--- src/rtl/if_fetch_stage_pkg.sv ---
// rtl/if_fetch_stage_pkg.sv - shared constants, FSM encoding and hold-buffer entry type for the IF stage
package if_fetch_stage_pkg;

    localparam logic [31:0] NOP_INSTR_DEF = 32'h0000_0000;  // sll $0,$0,0
    localparam logic [31:0] RESET_PC_DEF  = 32'h0000_0000;

    typedef enum logic [1:0] {
        ST_FETCH = 2'd0,
        ST_HOLD  = 2'd1,
        ST_KILL  = 2'd2
    } fetch_state_t;

    typedef struct packed {
        logic [31:0] instr;
        logic [31:0] pcplus4;
    } hold_entry_t;

    function automatic logic [31:0] pc_incr(input logic [31:0] pc);
        return pc + 32'd4;
    endfunction

endpackage

--- src/rtl/if_fetch_stage_hold_buf.sv ---
// rtl/if_fetch_stage_hold_buf.sv - 1-entry buffer for a fetched word that IF/ID cannot take yet
import if_fetch_stage_pkg::*;

module fetch_hold_buf (
    input  logic        clock,
    input  logic        reset,
    input  logic        load,
    input  logic        drain,
    input  logic        clear,
    input  hold_entry_t din,
    output hold_entry_t dout,
    output logic        full
);

    always_ff @(posedge clock) begin
        if (reset || clear) begin
            full <= 1'b0;
            dout <= '0;
        end else if (load) begin
            full <= 1'b1;
            dout <= din;
        end else if (drain) begin
            full <= 1'b0;
        end
    end

endmodule

--- src/rtl/if_fetch_stage.sv ---
// rtl/if_fetch_stage.sv - IF stage: PC, imem request FSM, redirect mux, IF/ID register
// Optional FETCH_PERF_CNT_EN adds perf_fetch_cnt / perf_bubble_cnt outputs.
import if_fetch_stage_pkg::*;

module if_fetch_stage #(
    parameter logic [31:0] RESET_PC  = RESET_PC_DEF,
    parameter logic [31:0] NOP_INSTR = NOP_INSTR_DEF
) (
    input  logic        clock,
    input  logic        reset,
    input  logic        PC_write,
    input  logic        IFID_write,
    input  logic        PCSrc,
    input  logic        Jump,
    input  logic [31:0] branch_target,
    input  logic [31:0] jump_target,
    output logic        imem_req,
    output logic [31:0] imem_addr,
    input  logic        imem_ready,
    input  logic [31:0] imem_rdata,
    output logic [31:0] PC,
    output logic [31:0] IFID_instr,
    output logic [31:0] IFID_PCplus4,
    output logic        IFID_valid
`ifdef FETCH_PERF_CNT_EN
    ,
    output logic [31:0] perf_fetch_cnt,
    output logic [31:0] perf_bubble_cnt
`endif
);

    fetch_state_t state, state_next;
    logic [31:0]  pc_next;
    logic [31:0]  kill_addr;
    logic         kill_load;
    logic         redirect;
    logic [31:0]  target;
    logic         word_avail;
    hold_entry_t  word;
    hold_entry_t  buf_dout;
    logic         buf_load, buf_drain, buf_clear, buf_full;

    assign redirect = Jump | PCSrc;
    assign target   = Jump ? jump_target : branch_target;

    fetch_hold_buf u_hold_buf (
        .clock (clock),
        .reset (reset),
        .load  (buf_load),
        .drain (buf_drain),
        .clear (buf_clear),
        .din   ('{instr: imem_rdata, pcplus4: pc_incr(PC)}),
        .dout  (buf_dout),
        .full  (buf_full)
    );

    always_comb begin
        state_next = state;
        pc_next    = PC;
        imem_req   = 1'b0;
        imem_addr  = PC;
        kill_load  = 1'b0;
        buf_load   = 1'b0;
        buf_drain  = 1'b0;
        buf_clear  = 1'b0;
        word_avail = 1'b0;
        word       = '{instr: imem_rdata, pcplus4: pc_incr(PC)};
        case (state)
            ST_FETCH: begin
                imem_req = 1'b1;
                if (redirect) begin
                    pc_next = target;
                    if (!imem_ready) begin
                        kill_load  = 1'b1;
                        state_next = ST_KILL;
                    end
                end else if (imem_ready) begin
                    if (PC_write) pc_next = pc_incr(PC);
                    if (PC_write && IFID_write) begin
                        word_avail = 1'b1;
                    end else begin
                        buf_load   = 1'b1;
                        state_next = ST_HOLD;
                    end
                end
            end
            ST_HOLD: begin
                if (redirect) begin
                    buf_clear  = 1'b1;
                    pc_next    = target;
                    state_next = ST_FETCH;
                end else if (PC_write && IFID_write && buf_full) begin
                    // PC may already have advanced at capture; the entry's PC+4 is correct either way
                    buf_drain  = 1'b1;
                    word_avail = 1'b1;
                    word       = buf_dout;
                    pc_next    = buf_dout.pcplus4;
                    state_next = ST_FETCH;
                end
            end
            ST_KILL: begin
                imem_req  = 1'b1;
                imem_addr = kill_addr;
                if (redirect) pc_next = target;
                if (imem_ready) state_next = ST_FETCH;
            end
            default: state_next = ST_FETCH;
        endcase
    end

    always_ff @(posedge clock) begin
        if (reset) begin
            state     <= ST_FETCH;
            PC        <= RESET_PC;
            kill_addr <= RESET_PC;
        end else begin
            state <= state_next;
            PC    <= pc_next;
            if (kill_load) kill_addr <= PC;
        end
    end

    always_ff @(posedge clock) begin
        if (reset) begin
            IFID_instr   <= NOP_INSTR;
            IFID_PCplus4 <= 32'h0;
            IFID_valid   <= 1'b0;
        end else if (redirect) begin
            IFID_instr <= NOP_INSTR;
            IFID_valid <= 1'b0;
        end else if (IFID_write) begin
            if (word_avail) begin
                IFID_instr   <= word.instr;
                IFID_PCplus4 <= word.pcplus4;
                IFID_valid   <= 1'b1;
            end else begin
                IFID_instr <= NOP_INSTR;
                IFID_valid <= 1'b0;
            end
        end
    end

`ifdef FETCH_PERF_CNT_EN
    always_ff @(posedge clock) begin
        if (reset) begin
            perf_fetch_cnt  <= 32'h0;
            perf_bubble_cnt <= 32'h0;
        end else if (redirect || IFID_write) begin
            if (!redirect && word_avail) perf_fetch_cnt <= perf_fetch_cnt + 32'd1;
            else                         perf_bubble_cnt <= perf_bubble_cnt + 32'd1;
        end
    end
`endif

endmodule
--- config.mk ---
export PLATFORM = sky130hd
export DESIGN_NAME = if_fetch_stage
export DESIGN_NICKNAME = d
export VERILOG_FILES = /design/src/rtl/if_fetch_stage_pkg.sv /design/src/rtl/if_fetch_stage_hold_buf.sv /design/src/rtl/if_fetch_stage.sv
export SDC_FILE = /design/constraint.sdc
export NUM_CORES = 1
export LEC_CHECK = 0
export CORE_ASPECT_RATIO = 2
export CORE_MARGIN = 2
export CORE_UTILIZATION = 35
export DETAILED_ROUTE_END_ITERATION = 8
export PLACE_DENSITY = 0.65
export SLEW_MARGIN = 5
export SYNTH_ARGS = -nofsm -noshare
export SYNTH_HDL_FRONTEND = slang
export SYNTH_SLANG_ARGS = --single-unit
--- constraint.sdc ---
create_clock -name clock -period 2.8 [get_ports clock]
set_input_delay 0.42 -clock clock [delete_from_list [all_inputs] [get_ports clock]]
set_output_delay 0.42 -clock clock [all_outputs]
set_load 0.02 [all_outputs]
==> load_flow_metrics.sql <==
INSERT INTO impl_metrics (metric_group, metric, value, unit) VALUES
('final_layout', 'drive_above_1_share', '12.5', '%'),
('timing', 'hold_violations', '0', ''),
('timing', 'clock-skew-final', '10.8', 'ps'),
('floorplanning', 'dieHeight', '239', 'um'),
('hold_path', 'hold_start', 'reset', ''),
('pwr', 'power_per_cell_area', '627', 'mW/mm2'),
('floorplanning', 'die-width', '122', 'um'),
('synthesis', 'synthesis.area', '0.00970', 'mm2'),
('pwr', 'fin_total_pwr', '8.41', 'mW'),
('cts', 'clk_path_buf_depth', '2', ''),
('drt', 'detailedRoute.firstPassIterationCount', '5', ''),
('floorplanning', 'start_util', '35.3', '%'),
('drt', 'drt_iter0_drcs', '673', ''),
('drt', 'num_vias', '10200', ''),
('setup_path', 'worst-endpoint-arrival', '2290', 'ps'),
('synthesis', 'synth_fp_nets', '1389', ''),
('hold_path', 'worst_hold_path.num_cells', '2', ''),
('timing', 'final_period_minus_worst_setup_slack', '2710', 'ps'),
('setup_path', 'worst_r2r_endpoint', 'PC[31]$_SDFFE_PP0P_', ''),
('setup_path', 'r2r_slack', '160', 'ps'),
('hold_path', 'hold_path_class', 'in -> reg', ''),
('timing', 'setup_tns_final', '0', 'ps'),
('setup_path', 'r2r-start', 'PC[12]$_SDFFE_PP0P_', ''),
('global_route', 'grt-ovfl-total', '0', ''),
('timing', 'final-max-slew-violation-count', '0', ''),
('synthesis', 'yosysTopAreaCell', 'sky130_fd_sc_hd__dfxtp_1', ''),
('drt', 'vias_per_cell', '5.46', ''),
('final_layout', 'fillCellCount', '2715', ''),
('cts', 'insertion_delay', '460', 'ps'),
('final_layout', 'final_net_count', '1604', ''),
('synthesis', 'synthesis.instances', '1281', ''),
('synthesis', 'synth-edff-count', '0', ''),
('flow_run', 'drv.max_cap_violation_count', '0', ''),
('cts', 'clock_tree.root_cell', 'sky130_fd_sc_hd__clkbuf_16', ''),
('timing', 'setup_viol', '0', ''),
('cts', 'tritoncts', 'done', ''),
('cts', 'clkSlewWorstSetupHoldPaths', '70', 'ps'),
('cts', 'holdBufCountCts', '0', ''),
('pwr', 'power.static_leakage', '4.87', 'nW'),
('timing', 'maxSlewHeadroom', '53.1', '%'),
('drt', 'routed_wire_length_per_instance', '19.9', 'um'),
('global_route', 'groute.usage.overall', '25.3', '%'),
('synthesis', 'synth_area_leaders', 'sky130_fd_sc_hd__dfxtp_1, sky130_fd_sc_hd__nand2_1, sky130_fd_sc_hd__a21oi_1', ''),
('timing', 'max_clock_freq', '368', 'MHz'),
('place', 'dp.final_hpwl', '27400', 'um'),
('setup_path', 'cp_max_fo', '25', ''),
('setup_path', 'critical_path_class', 'reg -> out', ''),
('run_status', 'status', 'finished, final reports clean', ''),
('synthesis', 'synth_flop_cell', 'sky130_fd_sc_hd__dfxtp_1', ''),
('drt', 'detail_route.drc_violations', '0', ''),
('floorplanning', 'ios', '233', ''),
('global_route', 'antenna_found_initial', '0', ''),
('cts', 'ctsHtreeMaxLevel', '4', ''),
('setup_path', 'required_time_reported_for_the_critical_path_endpoint', '2380', 'ps'),
('pwr', 'max-vdd-ir-drop', '390', 'uV'),
('synthesis', 'ys_seq_area_share', '40.5', '%'),
('drt', 'drt.antenna.violating_nets', '0', ''),
('timing', 'period_share', '97.0', '%'),
('floorplanning', 'floorplan.core_area', '0.0274', 'mm2'),
('cts', 'clock-sinks', '196', ''),
('timing', 'rsz0062_at_grt', 'no', ''),
('hold_path', 'min_to', 'kill_addr[1]$_SDFFE_PP0P_', ''),
('floorplanning', 'fp.dieArea', '0.0291', 'mm2'),
('global_route', 'global_route_wire_length_before_repair', '55500', 'um'),
('place', 'gpl_wtd_cong', '0.918', ''),
('synthesis', 'synthDominantCellAreaShare', '40.5', '%'),
('setup_path', 'reg2reg_depth', '6', ''),
('global_route', 'grt_start_max_net_pins', '68', ''),
('final_layout', 'synthToLayoutAreaGrowth', '38.4', '%'),
('synthesis', 'syn-mean-instance-area', '7.57', 'um2'),
('synthesis', 'synth-async-reset-ratio', '0', '%'),
('synthesis', 'synth-seq-cells', '196', ''),
('synthesis', 'yosys_warnings', '0', ''),
('synthesis', 'distinct_cell_type_count_after_synthesis', '62', ''),
('setup_path', 'crit_path_start_kind', 'flop', ''),
('place', 'port_buffers', '232', ''),
('setup_path', 'timing.critical_path.to_type', 'output port', ''),
('cts', 'cts-buffers-inserted', '17', ''),
('drt', 'wl', '37000', 'um'),
('timing', 'worst_pin_slew', '703', 'ps'),
('floorplanning', 'row_count', '86', ''),
('global_route', 'grt_pass1_vias', '9820', ''),
('final_layout', 'antenna-diode-count', '0', '');
## through the flow
| stage | instances | instance area [um2] | utilization (%) | setup slack [ps] | hold WS, ps |
|---|---|---|---|---|---|
| after detailed placement | 1828 | 12800 | 46.5 | 73.2 | 443 |
| final | 1861 | 13400 | 48.9 | 85.1 | 412 |
| after global routing | 1861 | 13400 | 48.9 | 33.2 | 398 |
| after global placement | 1828 | 12800 | 46.5 | 120 | 438 |
| after floorplan | 1281 | 9700 | - | 369 | 433 |
| after CTS | 1860 | 13400 | 48.8 | 2.22 | 394 |
## synth_stat cells (3+ instances only)
master	instances
sky130_fd_sc_hd__or3_1	5
sky130_fd_sc_hd__buf_2	8
sky130_fd_sc_hd__mux2_2	53
sky130_fd_sc_hd__a21oi_1	181
sky130_fd_sc_hd__nor2_1	160
sky130_fd_sc_hd__a211oi_1	38
sky130_fd_sc_hd__o21ai_0	51
sky130_fd_sc_hd__dfxtp_1	196
sky130_fd_sc_hd__mux2i_1	5
sky130_fd_sc_hd__o31ai_1	4
sky130_fd_sc_hd__nor4_1	7
sky130_fd_sc_hd__ha_1	5
sky130_fd_sc_hd__xnor2_1	17
sky130_fd_sc_hd__a21o_1	7
sky130_fd_sc_hd__a22oi_1	9
sky130_fd_sc_hd__clkbuf_1	92
sky130_fd_sc_hd__a311oi_1	6
sky130_fd_sc_hd__xor2_1	10
sky130_fd_sc_hd__buf_1	9
sky130_fd_sc_hd__a31oi_1	9
sky130_fd_sc_hd__and3_1	3
sky130_fd_sc_hd__o211ai_1	13
sky130_fd_sc_hd__a211o_1	6
sky130_fd_sc_hd__nor2b_1	4
sky130_fd_sc_hd__nand4_1	13
sky130_fd_sc_hd__inv_1	7
sky130_fd_sc_hd__nand3_1	23
sky130_fd_sc_hd__or2_2	7
sky130_fd_sc_hd__a221oi_1	13
sky130_fd_sc_hd__buf_4	4
sky130_fd_sc_hd__and4_1	4
sky130_fd_sc_hd__nand2_1	253
sky130_fd_sc_hd__a22o_1	4
sky130_fd_sc_hd__nor3_1	17
## cells by family (layout without fill, tap and decap cells)
kind of cell             count (synthesis)  after routing  share of synthesized area, %
buffers and inverters                  123            351                          5.11
XOR/XNOR                                27             27                          2.44
AO/OA/AOI/OAI                          361            361                          22.5
adder cells (fa/ha/maj)                  5              5                         0.645
flip-flops                             196            196                          40.5
AND/OR/NAND/NOR                        511            511                          22.2
multiplexers                            58             58                          6.67
## report_power, final
group | total [mW] | internal, mW | switching [mW]
clock | 2.68 | 1.49 | 1.20
sequential | 3.19 | 2.97 | 0.216
combinational | 2.54 | 1.10 | 1.44
## registers in the layout, indices dropped and copies added (netlist names)
signal and count:
IFID_instr 32, IFID_PCplus4 32, IFID_valid 1, state 2
u_hold_buf.full 1, u_hold_buf.dout 64, kill_addr 32, PC 32
## layer usage
| layer | GRT usage (%) | wire length [um] | part of all wire, % |
|---|---|---|---|
| met5 | 0 | 0 | 0 |
| met1 | 24.3 | 12500 | 34 |
| met2 | 46.7 | 19900 | 54 |
| met4 | 18.6 | 2890 | 7.8 |
| met3 | 4.76 | 1760 | 4.7 |
## cells in the final DEF (no fill, tap or decap), drive strengths merged, types with 13 or more instances in the layout
| cell | n |
|---|---|
| o211ai | 13 |
| nor3 | 17 |
| nor2 | 161 |
| mux2 | 53 |
| dlygate4sd2 | 15 |
| a211oi | 39 |
| clkdlybuf4s50 | 212 |
| nand3 | 24 |
| a221oi | 13 |
| inv | 14 |
| xnor2 | 17 |
| buf | 80 |
| nand4 | 14 |
| dfxtp | 196 |
| a21oi | 181 |
| clkbuf | 20 |
| o21ai | 52 |
| nand2 | 253 |
## worst max-delay path by stage
stage / startpoint / end / slack, ps / cells after the start
after floorplan: PC[11]$_SDFFE_PP0P_ / PC[31]$_SDFFE_PP0P_ / 370 / 8
after global placement: PCSrc / PC[30]$_SDFFE_PP0P_ / 120 / 6
after detailed placement: PCSrc / PC[30]$_SDFFE_PP0P_ / 70 / 6
after CTS: state[0]$_SDFFE_PP0P_ / imem_addr[27] / 2 / 5
after global routing: state[0]$_SDFFE_PP0P_ / imem_addr[13] / 30 / 5
final: state[0]$_SDFFE_PP0P_ / imem_req / 90 / 5
## repair_timing
item / in CTS / in global routing
gates resized for setup: 15 / 5
gates cloned: 0 / 1
setup endpoints to repair: 15 / 16
setup buffers: 0 / 0
pin swaps: 0 / 0
hold endpoints to repair: 0 / 0
## cell type report
| cell class | instances | area (um2) | share of cell area [%] |
|---|---|---|---|
| Tap cell | 352 | 440 | 3.28 |
| Multi-Input combinational cell | 962 | 5330 | 39.7 |
| Timing Repair Buffer | 311 | 3060 | 22.8 |
| Clock inverter | 13 | 183 | 1.36 |
| Inverter | 8 | 30.0 | 0.224 |
| Sequential cell | 196 | 3920 | 29.2 |
| Clock buffer | 19 | 453 | 3.37 |
## worst max-delay path, stage by stage, from the launching register on
cell and delay [ps]:
sky130_fd_sc_hd__dfxtp_1 460, sky130_fd_sc_hd__inv_2 110, sky130_fd_sc_hd__ha_4 200, sky130_fd_sc_hd__buf_12 170
sky130_fd_sc_hd__or2_2 340, sky130_fd_sc_hd__clkdlybuf4s50_1 540
Note: power is estimated with default switching activity, not from simulation.
